`config.mk`:
```
export PLATFORM = sky130hd
export DESIGN_NAME = fp_round_norm
export DESIGN_NICKNAME = d
export VERILOG_FILES = /design/src/rtl/fp_round_norm.sv
export SDC_FILE = /design/constraint.sdc
export NUM_CORES = 1
export LEC_CHECK = 0
export CORE_AREA = 5 5 90 92
export DETAILED_ROUTE_END_ITERATION = 7
export DIE_AREA = 0 0 95 97
export PLACE_DENSITY = 0.89
export SLEW_MARGIN = 20
export SYNTH_ARGS = -nofsm -noshare
export SYNTH_HDL_FRONTEND = slang
export SYNTH_SLANG_ARGS = --single-unit
export TNS_END_PERCENT = 20
```
`constraint.sdc`:
```
create_clock -name clk -period 3.6 [get_ports clk]
set_input_delay 1.08 -clock clk [delete_from_list [all_inputs] [get_ports clk]]
set_output_delay 1.08 -clock clk [all_outputs]
set_load 0.03 [all_outputs]
```
`src/rtl/fp_round_norm.sv`:
```
`default_nettype none
// ============================================================================
// Module   : fp_round_norm (with helper inc1)
// Purpose  : Two-stage elastic round/renormalise/pack stage for binary32.
// Revision : 1.0 - initial release
// ============================================================================

module inc1 #(
  parameter int W = 24
) (
  input  logic [W-1:0] a,
  input  logic         cin,
  output logic [W-1:0] sum,
  output logic         cout
);
  assign {cout, sum} = {1'b0, a} + {{W{1'b0}}, cin};
endmodule

module fp_round_norm #(
  parameter int EXP_W = 8,
  parameter int MAN_W = 24
) (
  input  logic             clk,
  input  logic             rst_n,
  input  logic             in_valid,
  output logic             in_ready,
  input  logic             in_sign,
  input  logic [EXP_W-1:0] in_exp,
  input  logic [MAN_W-1:0] in_mant,
  input  logic [2:0]       in_grs,
  input  logic [1:0]       in_rm,
  output logic             out_valid,
  input  logic             out_ready,
  output logic [31:0]      out_result,
  output logic             out_inexact,
  output logic             out_overflow
);
  localparam logic [1:0]       c_rm_rne  = 2'b00;
  localparam logic [1:0]       c_rm_rtz  = 2'b01;
  localparam logic [1:0]       c_rm_rup  = 2'b10;
  localparam logic [1:0]       c_rm_rdn  = 2'b11;
  localparam logic [MAN_W-1:0] c_hidden  = {1'b1, {(MAN_W-1){1'b0}}};
  localparam logic [EXP_W-1:0] c_exp_one = {{(EXP_W-1){1'b0}}, 1'b1};

  logic             r_s1_valid, r_s1_sign, r_s1_up, r_s1_inexact, r_s1_special;
  logic [EXP_W-1:0] r_s1_exp;
  logic [MAN_W-1:0] r_s1_mant;
  logic             r_s2_valid, r_inexact, r_overflow;
  logic [31:0]      r_result;

  logic             w_s1_adv, w_s2_adv;
  logic             w_g, w_r, w_s, w_any, w_in_special, w_up;
  logic [MAN_W-1:0] w_inc_sum, w_mant;
  logic             w_inc_cout;
  logic [EXP_W-1:0] w_exp;
  logic             w_ovf;
  logic [31:0]      w_result;

  assign w_s2_adv  = !r_s2_valid || out_ready;
  assign w_s1_adv  = !r_s1_valid || w_s2_adv;
  assign in_ready  = w_s1_adv;
  assign out_valid = r_s2_valid;
  assign out_result   = r_result;
  assign out_inexact  = r_inexact;
  assign out_overflow = r_overflow;

  // Round-up decision
  assign {w_g, w_r, w_s} = in_grs;
  assign w_any        = w_g | w_r | w_s;
  assign w_in_special = &in_exp;

  always_comb begin
    w_up = 1'b0;
    case (in_rm)
      c_rm_rne: w_up = w_g & (w_r | w_s | in_mant[0]);
      c_rm_rtz: w_up = 1'b0;
      c_rm_rup: w_up = !in_sign & w_any;
      c_rm_rdn: w_up = in_sign & w_any;
      default:  w_up = 1'b0;
    endcase
    if (w_in_special) w_up = 1'b0;
  end

  always_ff @(posedge clk or negedge rst_n) begin
    if (!rst_n) begin
      r_s1_valid   <= 1'b0;
      r_s1_sign    <= 1'b0;
      r_s1_exp     <= '0;
      r_s1_mant    <= '0;
      r_s1_up      <= 1'b0;
      r_s1_inexact <= 1'b0;
      r_s1_special <= 1'b0;
    end else if (w_s1_adv) begin
      r_s1_valid <= in_valid;
      if (in_valid) begin
        r_s1_sign    <= in_sign;
        r_s1_exp     <= in_exp;
        r_s1_mant    <= in_mant;
        r_s1_up      <= w_up;
        r_s1_inexact <= w_any & !w_in_special;
        r_s1_special <= w_in_special;
      end
    end
  end

  inc1 #(.W(MAN_W)) u_inc1 (
    .a    (r_s1_mant),
    .cin  (r_s1_up),
    .sum  (w_inc_sum),
    .cout (w_inc_cout)
  );

  // Renormalise: carry-out shifts the exponent, a denormal reaching the hidden bit becomes normal
  always_comb begin
    w_mant = w_inc_sum;
    w_exp  = r_s1_exp;
    if (w_inc_cout) begin
      w_mant = c_hidden;
      w_exp  = r_s1_exp + c_exp_one;
    end else if ((r_s1_exp == '0) && w_inc_sum[MAN_W-1]) begin
      w_exp  = c_exp_one;
    end
  end

  assign w_ovf    = (&w_exp) && !r_s1_special;
  assign w_result = w_ovf ? {r_s1_sign, {EXP_W{1'b1}}, {(MAN_W-1){1'b0}}}
                          : {r_s1_sign, w_exp, w_mant[MAN_W-2:0]};

  always_ff @(posedge clk or negedge rst_n) begin
    if (!rst_n) begin
      r_s2_valid <= 1'b0;
      r_result   <= '0;
      r_inexact  <= 1'b0;
      r_overflow <= 1'b0;
    end else if (w_s2_adv) begin
      r_s2_valid <= r_s1_valid;
      if (r_s1_valid) begin
        r_result   <= w_result;
        r_inexact  <= r_s1_inexact | w_ovf;
        r_overflow <= w_ovf;
      end
    end
  end
endmodule

`default_nettype wire

```
# Word level (Yosys, flattened, before mapping)
# Cells that the tools add are included.
# word_totals
regBits	72
out_inout_bits	36
# classes
n_addsub	2
eq_ne	3
mux	6
bitwise	9
n_reduce_logical	15
# op_table
op	n
two-way mux 31 bit	1
adder 24 x 1 -> 25 bit	1
two-way mux 23 bit	1
two-way mux 8 bit	2
AND reduction 8 bit	2
adder 8 x 1 -> 8 bit, second input constant	1
zero test 8 bit	1
zero test 1 bit	5
bitwise OR 1 bit	5
AND 1 bit	4
equality test 2 bit, second input constant	2
case mux 1 bit (4 select lines)	1
AND reduction 2 bit	2
equality test 2 x 1 -> 1 bit, second input constant	1
logical AND 1 bit	2
zero test 2 bit	1
logical OR 1 bit	2
two-way mux 1 bit	1

# Logic depth before layout (Yosys ltp)
# Gate-level depths: netlist of the first run.
# depth
ltp_word	7
depth_mapped	10
ltp_nobuf	9

# Hierarchy
# A second synthesis of the first run with hierarchy kept.
# unflattened
cells_unflattened	330
area_unflattened_um2	3712.3
# by_module_without_submodules
module	n_inst	cells_each	area_per_inst_um2
fp_round_norm	1	264	3248.1
inc1	1	66	464.2

# Worst setup path before layout of the first run
# OpenSTA, ideal clock, no wires.
# synth_path
path_type	input to register
start	input out_ready
end	register r_s1_exp[2]
t_arrival_ns	2.552
t_required_ns	3.475
setup_slack_ns	0.923
cell_stages	5
n_path_buf	2
cell_sequence	nand3b_1 > and2_1 > clkbuf_1 > buf_1 > mux2_2
# synth_via
elab_chain_len	3
# synth_rtl
item	line_no	rtl
start, declared	33	input logic out_ready,
logical OR 1 bit	59	assign w_s2_adv = !r_s2_valid || out_ready;
logical OR 1 bit	60	assign w_s1_adv = !r_s1_valid || w_s2_adv;
AND reduction 2 bit (no line)	n/a	
end signal, assigned	97	r_s1_exp <= in_exp;
end, declared	46	logic [EXP_W-1:0] r_s1_exp;
# Every way passes these cells.
# A chain may end at the register's enable or synchronous reset.

# Final worst setup path of the first run
# layout_path
start	input out_ready
end	output in_ready
# layout_via
elab_chain_len	2
# layout_rtl
item	line_no	rtl
logical OR 1 bit	59	
logical OR 1 bit	60	
end, declared	26	output logic in_ready,
# Every way passes these cells.

==> results.sh, run 1 <==
export IMPL_drt_pre_antenna_iters=4
export IMPL_synthFlopType="sky130_fd_sc_hd__dfrtp_1"
export IMPL_clock_insertion_delay_worst_skew_ns=0.34
export IMPL_finalWorstPathRequiredPeriod_ns=3.47
export IMPL_die_area_sq_um=9220
export IMPL_fin_util_pct=65.5
export IMPL_timing_critical_path_arrival_ns=2.39
export IMPL_clock_root_buffer_master="sky130_fd_sc_hd__clkbuf_8"
export IMPL_mappedNetlistArea_sq_um=3580
export IMPL_pin_count_of_the_biggest_net_entering_global_routing=51
export IMPL_postSynthCellCount=342
export IMPL_cts_tree="yes"
export IMPL_irDropWorstVdd_v=0.000286
export IMPL_gpl_final_weighted_congestion=0.852
export IMPL_synth_largest_area_cell="sky130_fd_sc_hd__dfrtp_1"
export IMPL_synthesis_yosys_warnings=0
export IMPL_fill_cell_count=594
export IMPL_htreeDepth=3
export IMPL_setup_viols_final=0
export IMPL_power_density_nw_per_um2=530
export IMPL_final_setup_tns_ns=0
export IMPL_worstRegToRegCells=9
export IMPL_routed_wirelength_microns=8290
export IMPL_place_hpwl_microns=6210
export IMPL_grt_setup_unrepaired="false"
export IMPL_detail_route_wl_per_cell_microns=15.8
export IMPL_tightest_slew_ns=0.684
export IMPL_post_synth_top_area_fraction_pct=50.4
export IMPL_hold_depth=2
export IMPL_worst_clk_skew_ns=0.00542
export IMPL_hold_viol=0
export IMPL_std_cell_rows=31
export IMPL_post_cts_hold_buffer_count=0
export IMPL_numCtsBuffers=9
export IMPL_place_inst=509
export IMPL_dieHeight_microns=97
export IMPL_number_of_global_route_vias_before_repair=2838
export IMPL_min_from="out_result[23]"
export IMPL_finalNonFillerCells=525
export IMPL_max_clock_path_buffers=2
export IMPL_distinct_cell_type_count_of_the_synthesized_netlist=48
export IMPL_cts_post_setup_buffers_inserted=0
export IMPL_p_total_mw=2.48
export IMPL_maxClockFrequency_mhz=288
export IMPL_layout_worst_path_cycle_share_pct=96.4
export IMPL_num_nets_final=467
export IMPL_drv_slew=0
export IMPL_mappedNetlistNets=388
export IMPL_detail_route_drc_violations=0
export IMPL_clk_pin_slew_ns=0.07
export IMPL_antenna_found_initial=0
export IMPL_io_pins=78
export IMPL_maxSlewHeadroom_pct=54.4
export IMPL_multi_input_comb_area_sq_um=1710
export IMPL_worst_reg2reg_path_startpoint="r_s1_up"
export IMPL_drt_antenna_violating_nets=0
export IMPL_hold_class="reg2reg"
export IMPL_syn_mean_instance_area_sq_um=10.5
export IMPL_crit_path_max_fanout=4
export IMPL_fp_coreArea_sq_um=7140
export IMPL_worst_slack_ns=0.130
export IMPL_hold_path_endpoint="out_result[23]"
export IMPL_setup_worst_path_class="in2out"
export IMPL_drv_cap=0
export IMPL_status="finished clean"
export IMPL_drive_gt1_share_pct=14.1
export IMPL_area_growth_synth_to_final_pct=30.7
export IMPL_antennaDiodeCount=0
export IMPL_worstPathRequired_ns=2.52
export IMPL_postSynthRegisterBits=72
export IMPL_width_of_the_chip_microns=95
export IMPL_initial_core_util_pct=50.1
export IMPL_grt_overflow_total=0
export IMPL_worst_slack_after_detailed_placement_ns=0.123
export IMPL_ys_seq_area_share_pct=50.4
export IMPL_grt_pass1_wl_microns=13900
export IMPL_drt_vias_per_instance=5.25
export IMPL_end_kind="output pin"
export IMPL_via_count=2758
export IMPL_yosys_top_cells_area="sky130_fd_sc_hd__dfrtp_1 50%, sky130_fd_sc_hd__mux2_2 10%, sky130_fd_sc_hd__nand2_1 5.0%"
export IMPL_postSynth_asyncResetShare_pct=100
export IMPL_cts_num_sinks=72
export IMPL_crit_reg2reg_capture="out_result[1]"
export IMPL_reg2reg_slack_ns=0.47
export IMPL_global_route_usage_total_pct=19.2
export IMPL_portBuffers=77
export IMPL_synth_edff_count=0
export IMPL_first_iter_violations=97
export IMPL_seq_area_sq_um=1800
export IMPL_leakagePower_nw=1.93
export IMPL_post_cts_resize_count=0
export IMPL_setup_worst_path_start_class="input pin"
-- synthesized netlist by cell type (all sizes together) (2+ instances only) --
library cell and count:
o311a 2, xnor2 10, inv 4, mux2 32, nor4 5, nand2b 5
nand3b 3, a211o 2, and4 2, a21o 2, dfrtp 72, o21ai 28
a22o 2, nand4 6, xor2 17, nand3 12, nand2 48, ha 4
a21oi 11, nor2 26, and3 9, and2 3, nor3 5, clkbuf 10
buf 3, o21a 2, mux2i 2, a211oi 2
-- cell type report --
type / instances / area share (%)
Tap cell: 99 / 2.65
Sequential cell: 72 / 38.6
Clock inverter: 2 / 0.750
Multi-Input combinational cell: 253 / 36.5
Timing Repair Buffer: 81 / 17.3
Inverter: 4 / 0.321
Clock buffer: 14 / 3.91
-- registers in the layout, summed over array words and instances (netlist names) --
signal        cells
out_inexact       1
out_overflow      1
out_result       32
out_valid         1
r_s1_exp          8
r_s1_inexact      1
r_s1_mant        24
r_s1_sign         1
r_s1_special      1
r_s1_up           1
r_s1_valid        1
-- kinds of logic after synthesis --
group / after synthesis / synth area share, %
flops: 72 / 50.4
mux: 34 / 10.6
xor+xnor: 27 / 6.61
fa+ha+maj: 4 / 1.40
compound gates: 58 / 10.0
simple gates: 130 / 19.0
buf+inv: 17 / 1.92
-- metal layers --
metal / vias up / track usage (%) / share of wire, % / wire (microns)
met5: - / 0 / 0 / 0
met2: 71 / 31.5 / 50 / 4130
met1: 1317 / 24.7 / 43 / 3600
li1: 1358 / - / - / -
met3: 12 / 4.19 / 5.0 / 416
met4: 0 / 7.10 / 1.6 / 134
-- metrics by stage --
stage | cell area [sq um] | hold slack, ns
finish | 4670 | 0.477
global route | 4670 | 0.514
CTS | 4670 | 0.486
detailed placement | 4450 | 0.469
global placement | 4450 | 0.461
floorplan | 3580 | 0.442
-- worst max path at each step --
stage,startpoint,to,cells past startpoint
final,out_ready,in_ready,3
after global routing,out_ready,in_ready,3
after CTS,out_ready,in_ready,3
after detailed placement,out_ready,in_ready,3
after global placement,out_ready,in_ready,3
after floorplan,out_ready,r_s1_exp[2],5
-- critical path, stage by stage --
cell	delay (ns)
sky130_fd_sc_hd__clkdlybuf4s50_1	0.46
sky130_fd_sc_hd__nand3b_1	0.15
sky130_fd_sc_hd__clkdlybuf4s50_1	0.69
-- cell usage in the layout (no fill, tap or decap), types with 9 or more instances in the layout --
| cell type | instances |
|---|---|
| sky130_fd_sc_hd__dfrtp_1 | 72 |
| sky130_fd_sc_hd__nand2_1 | 48 |
| sky130_fd_sc_hd__mux2_2 | 32 |
| sky130_fd_sc_hd__clkbuf_8 | 13 |
| sky130_fd_sc_hd__a21oi_1 | 10 |
| sky130_fd_sc_hd__and3_1 | 9 |
| sky130_fd_sc_hd__clkdlybuf4s50_1 | 76 |
| sky130_fd_sc_hd__nor2_1 | 26 |
| sky130_fd_sc_hd__o21ai_0 | 28 |
| sky130_fd_sc_hd__nand3_1 | 12 |
| sky130_fd_sc_hd__xor2_1 | 17 |
| sky130_fd_sc_hd__xnor2_1 | 10 |
-- power breakdown --
part | internal (mW) | leakage [nW] | switching [mW]
clock | 0.395 | 0.113 | 0.285
sequential | 0.953 | 0.862 | 0.136
combinational | 0.328 | 0.950 | 0.381
total | 1.68 | 1.93 | 0.801
No activity file was read; power rests on OpenSTA's default activity.
==> run 2, diff against run 1 <==
--- a/config.mk
+++ b/config.mk
@@ -5,10 +5,12 @@
 export SDC_FILE = /design/constraint.sdc
 export NUM_CORES = 1
 export LEC_CHECK = 0
-export CORE_AREA = 5 5 90 92
+export CORE_AREA = 4 4 89 91
+export CTS_CLUSTER_DIAMETER = 120
 export DETAILED_ROUTE_END_ITERATION = 7
-export DIE_AREA = 0 0 95 97
+export DIE_AREA = 0 0 93 95
 export PLACE_DENSITY = 0.89
+export REMOVE_ABC_BUFFERS = 1
 export SLEW_MARGIN = 20
 export SYNTH_ARGS = -nofsm -noshare
 export SYNTH_HDL_FRONTEND = slang
==> results.sh, run 2 (same netlist as run 1, synthesis figures left out) <==
export IMPL_number_of_global_route_vias_before_repair=2901
export IMPL_gpl_final_weighted_congestion=0.899
export IMPL_worst_slack_ns=0.175
export IMPL_initial_core_util_pct=50.1
export IMPL_grt_setup_unrepaired="false"
export IMPL_pin_count_of_the_biggest_net_entering_global_routing=43
export IMPL_irDropWorstVdd_v=0.000357
export IMPL_clock_insertion_delay_worst_skew_ns=0.34
export IMPL_final_cell_mix="76 x sky130_fd_sc_hd__clkdlybuf4s50_1, 72 x sky130_fd_sc_hd__dfrtp_1, 48 x sky130_fd_sc_hd__nand2_1, 32 x sky130_fd_sc_hd__mux2_2, 28 x sky130_fd_sc_hd__o21ai_0"
export IMPL_final_setup_tns_ns=0
export IMPL_drv_cap=0
export IMPL_hold_viol=0
export IMPL_setup_viols_final=0
export IMPL_tightest_slew_ns=0.733
export IMPL_portBuffers=77
export IMPL_grt_pass1_wl_microns=14100
export IMPL_post_cts_hold_buffer_count=0
export IMPL_place_hpwl_microns=6030
export IMPL_worst_slack_after_detailed_placement_ns=0.168
export IMPL_hold_class="reg2reg"
export IMPL_layout_worst_path_cycle_share_pct=95.1
export IMPL_worstPathRequired_ns=2.52
export IMPL_leakagePower_nw=1.93
export IMPL_max_clock_path_buffers=2
export IMPL_width_of_the_chip_microns=93
export IMPL_crit_path_max_fanout=2
export IMPL_status="finished clean"
export IMPL_finalWorstPathRequiredPeriod_ns=3.42
export IMPL_drv_slew=0
export IMPL_end_kind="output pin"
export IMPL_maxSlewHeadroom_pct=51.1
export IMPL_maxClockFrequency_mhz=292
export IMPL_numCtsBuffers=9
export IMPL_via_count=2807
export IMPL_clock_root_buffer_master="sky130_fd_sc_hd__clkbuf_8"
export IMPL_detail_route_wl_per_cell_microns=15.4
export IMPL_setup_worst_path_class="in2out"
export IMPL_antenna_found_initial=0
export IMPL_p_total_mw=2.40
export IMPL_grt_overflow_total=0
export IMPL_largest_register_ffs=32
export IMPL_drive_gt1_share_pct=14.7
export IMPL_io_pins=78
export IMPL_std_cell_rows=31
export IMPL_antennaDiodeCount=0
export IMPL_power_density_nw_per_um2=515
export IMPL_worst_clk_skew_ns=0.00764
export IMPL_cts_tree="yes"
export IMPL_cts_num_sinks=72
export IMPL_cts_post_setup_buffers_inserted=0
export IMPL_post_cts_resize_count=0
export IMPL_setup_worst_path_start_class="input pin"
export IMPL_htreeDepth=3
export IMPL_drt_vias_per_instance=5.32
export IMPL_area_growth_synth_to_final_pct=30.3
export IMPL_routed_wirelength_microns=8160
export IMPL_global_route_usage_total_pct=20.4
export IMPL_detail_route_drc_violations=0
export IMPL_die_area_sq_um=8840
export IMPL_timing_critical_path_arrival_ns=2.34
export IMPL_fp_coreArea_sq_um=7140
export IMPL_first_iter_violations=141
export IMPL_drt_antenna_violating_nets=0
export IMPL_clk_pin_slew_ns=0.07
export IMPL_drt_pre_antenna_iters=4
export IMPL_reg2reg_slack_ns=0.57
export IMPL_dieHeight_microns=95
export IMPL_num_nets_final=470
export IMPL_final_common_cell="sky130_fd_sc_hd__clkdlybuf4s50_1"
[run 2: cell count changes in the layout (fill, tap and decap cells not counted)]
cell	before	now
sky130_fd_sc_hd__bufinv_16	1	0
sky130_fd_sc_hd__buf_4	3	6
sky130_fd_sc_hd__clkinv_2	1	3
sky130_fd_sc_hd__clkbuf_8	13	12
[run 2: final cells by class]
class	instances	area [sq um]
Sequential cell	72	1800
Tap cell	99	124
Inverter	4	15.0
Fill cell	580	2480
Multi-Input combinational cell	253	1710
Clock inverter	3	15.0
Clock buffer	13	169
Timing Repair Buffer	84	831
[run 2: worst paths after layout]
kind,start,to,cells past startpoint
min in group asynchronous,rst_n,out_result[20],1
setup / recovery,out_ready,in_ready,3
setup reg to reg,r_s1_up,out_result[1],10
hold reg to reg,out_result[25],out_result[25],2
hold / removal,out_result[25],out_result[25],2
max in group asynchronous,rst_n,r_s1_mant[0],2
[run 2: layer usage]
layer	up-vias	track usage, %	share of wire [%]
li1	1367	-	-
met1	1340	26.7	44
met2	87	33.5	49
met3	13	4.54	6.0
met4	0	6.96	1.2
met5	-	0	0
[run 2: through the flow]
| stage | std cells | utilization (%) | hold slack, ns | area, sq um |
|---|---|---|---|---|
| after floorplan | 329 | - | 0.442 | 3520 |
| after global placement | 512 | 62.7 | 0.461 | 4480 |
| after detailed placement | 512 | 62.7 | 0.470 | 4480 |
| after CTS | 528 | 65.3 | 0.486 | 4660 |
| after global routing | 528 | 65.3 | 0.510 | 4660 |
| final | 528 | 65.3 | 0.479 | 4660 |
[run 2: where the power goes]
group          leakage [nW]  switching [mW]  internal [mW]  total, mW
combinational         0.964           0.379          0.331      0.710
clock                0.0992           0.292          0.304      0.595
sequential            0.862           0.140          0.953       1.09
[run 2: worst max-delay path, cell delays in order]
cell and delay [ns]:
sky130_fd_sc_hd__clkdlybuf4s50_1 0.46, sky130_fd_sc_hd__nand3b_1 0.12, sky130_fd_sc_hd__clkdlybuf4s50_1 0.68
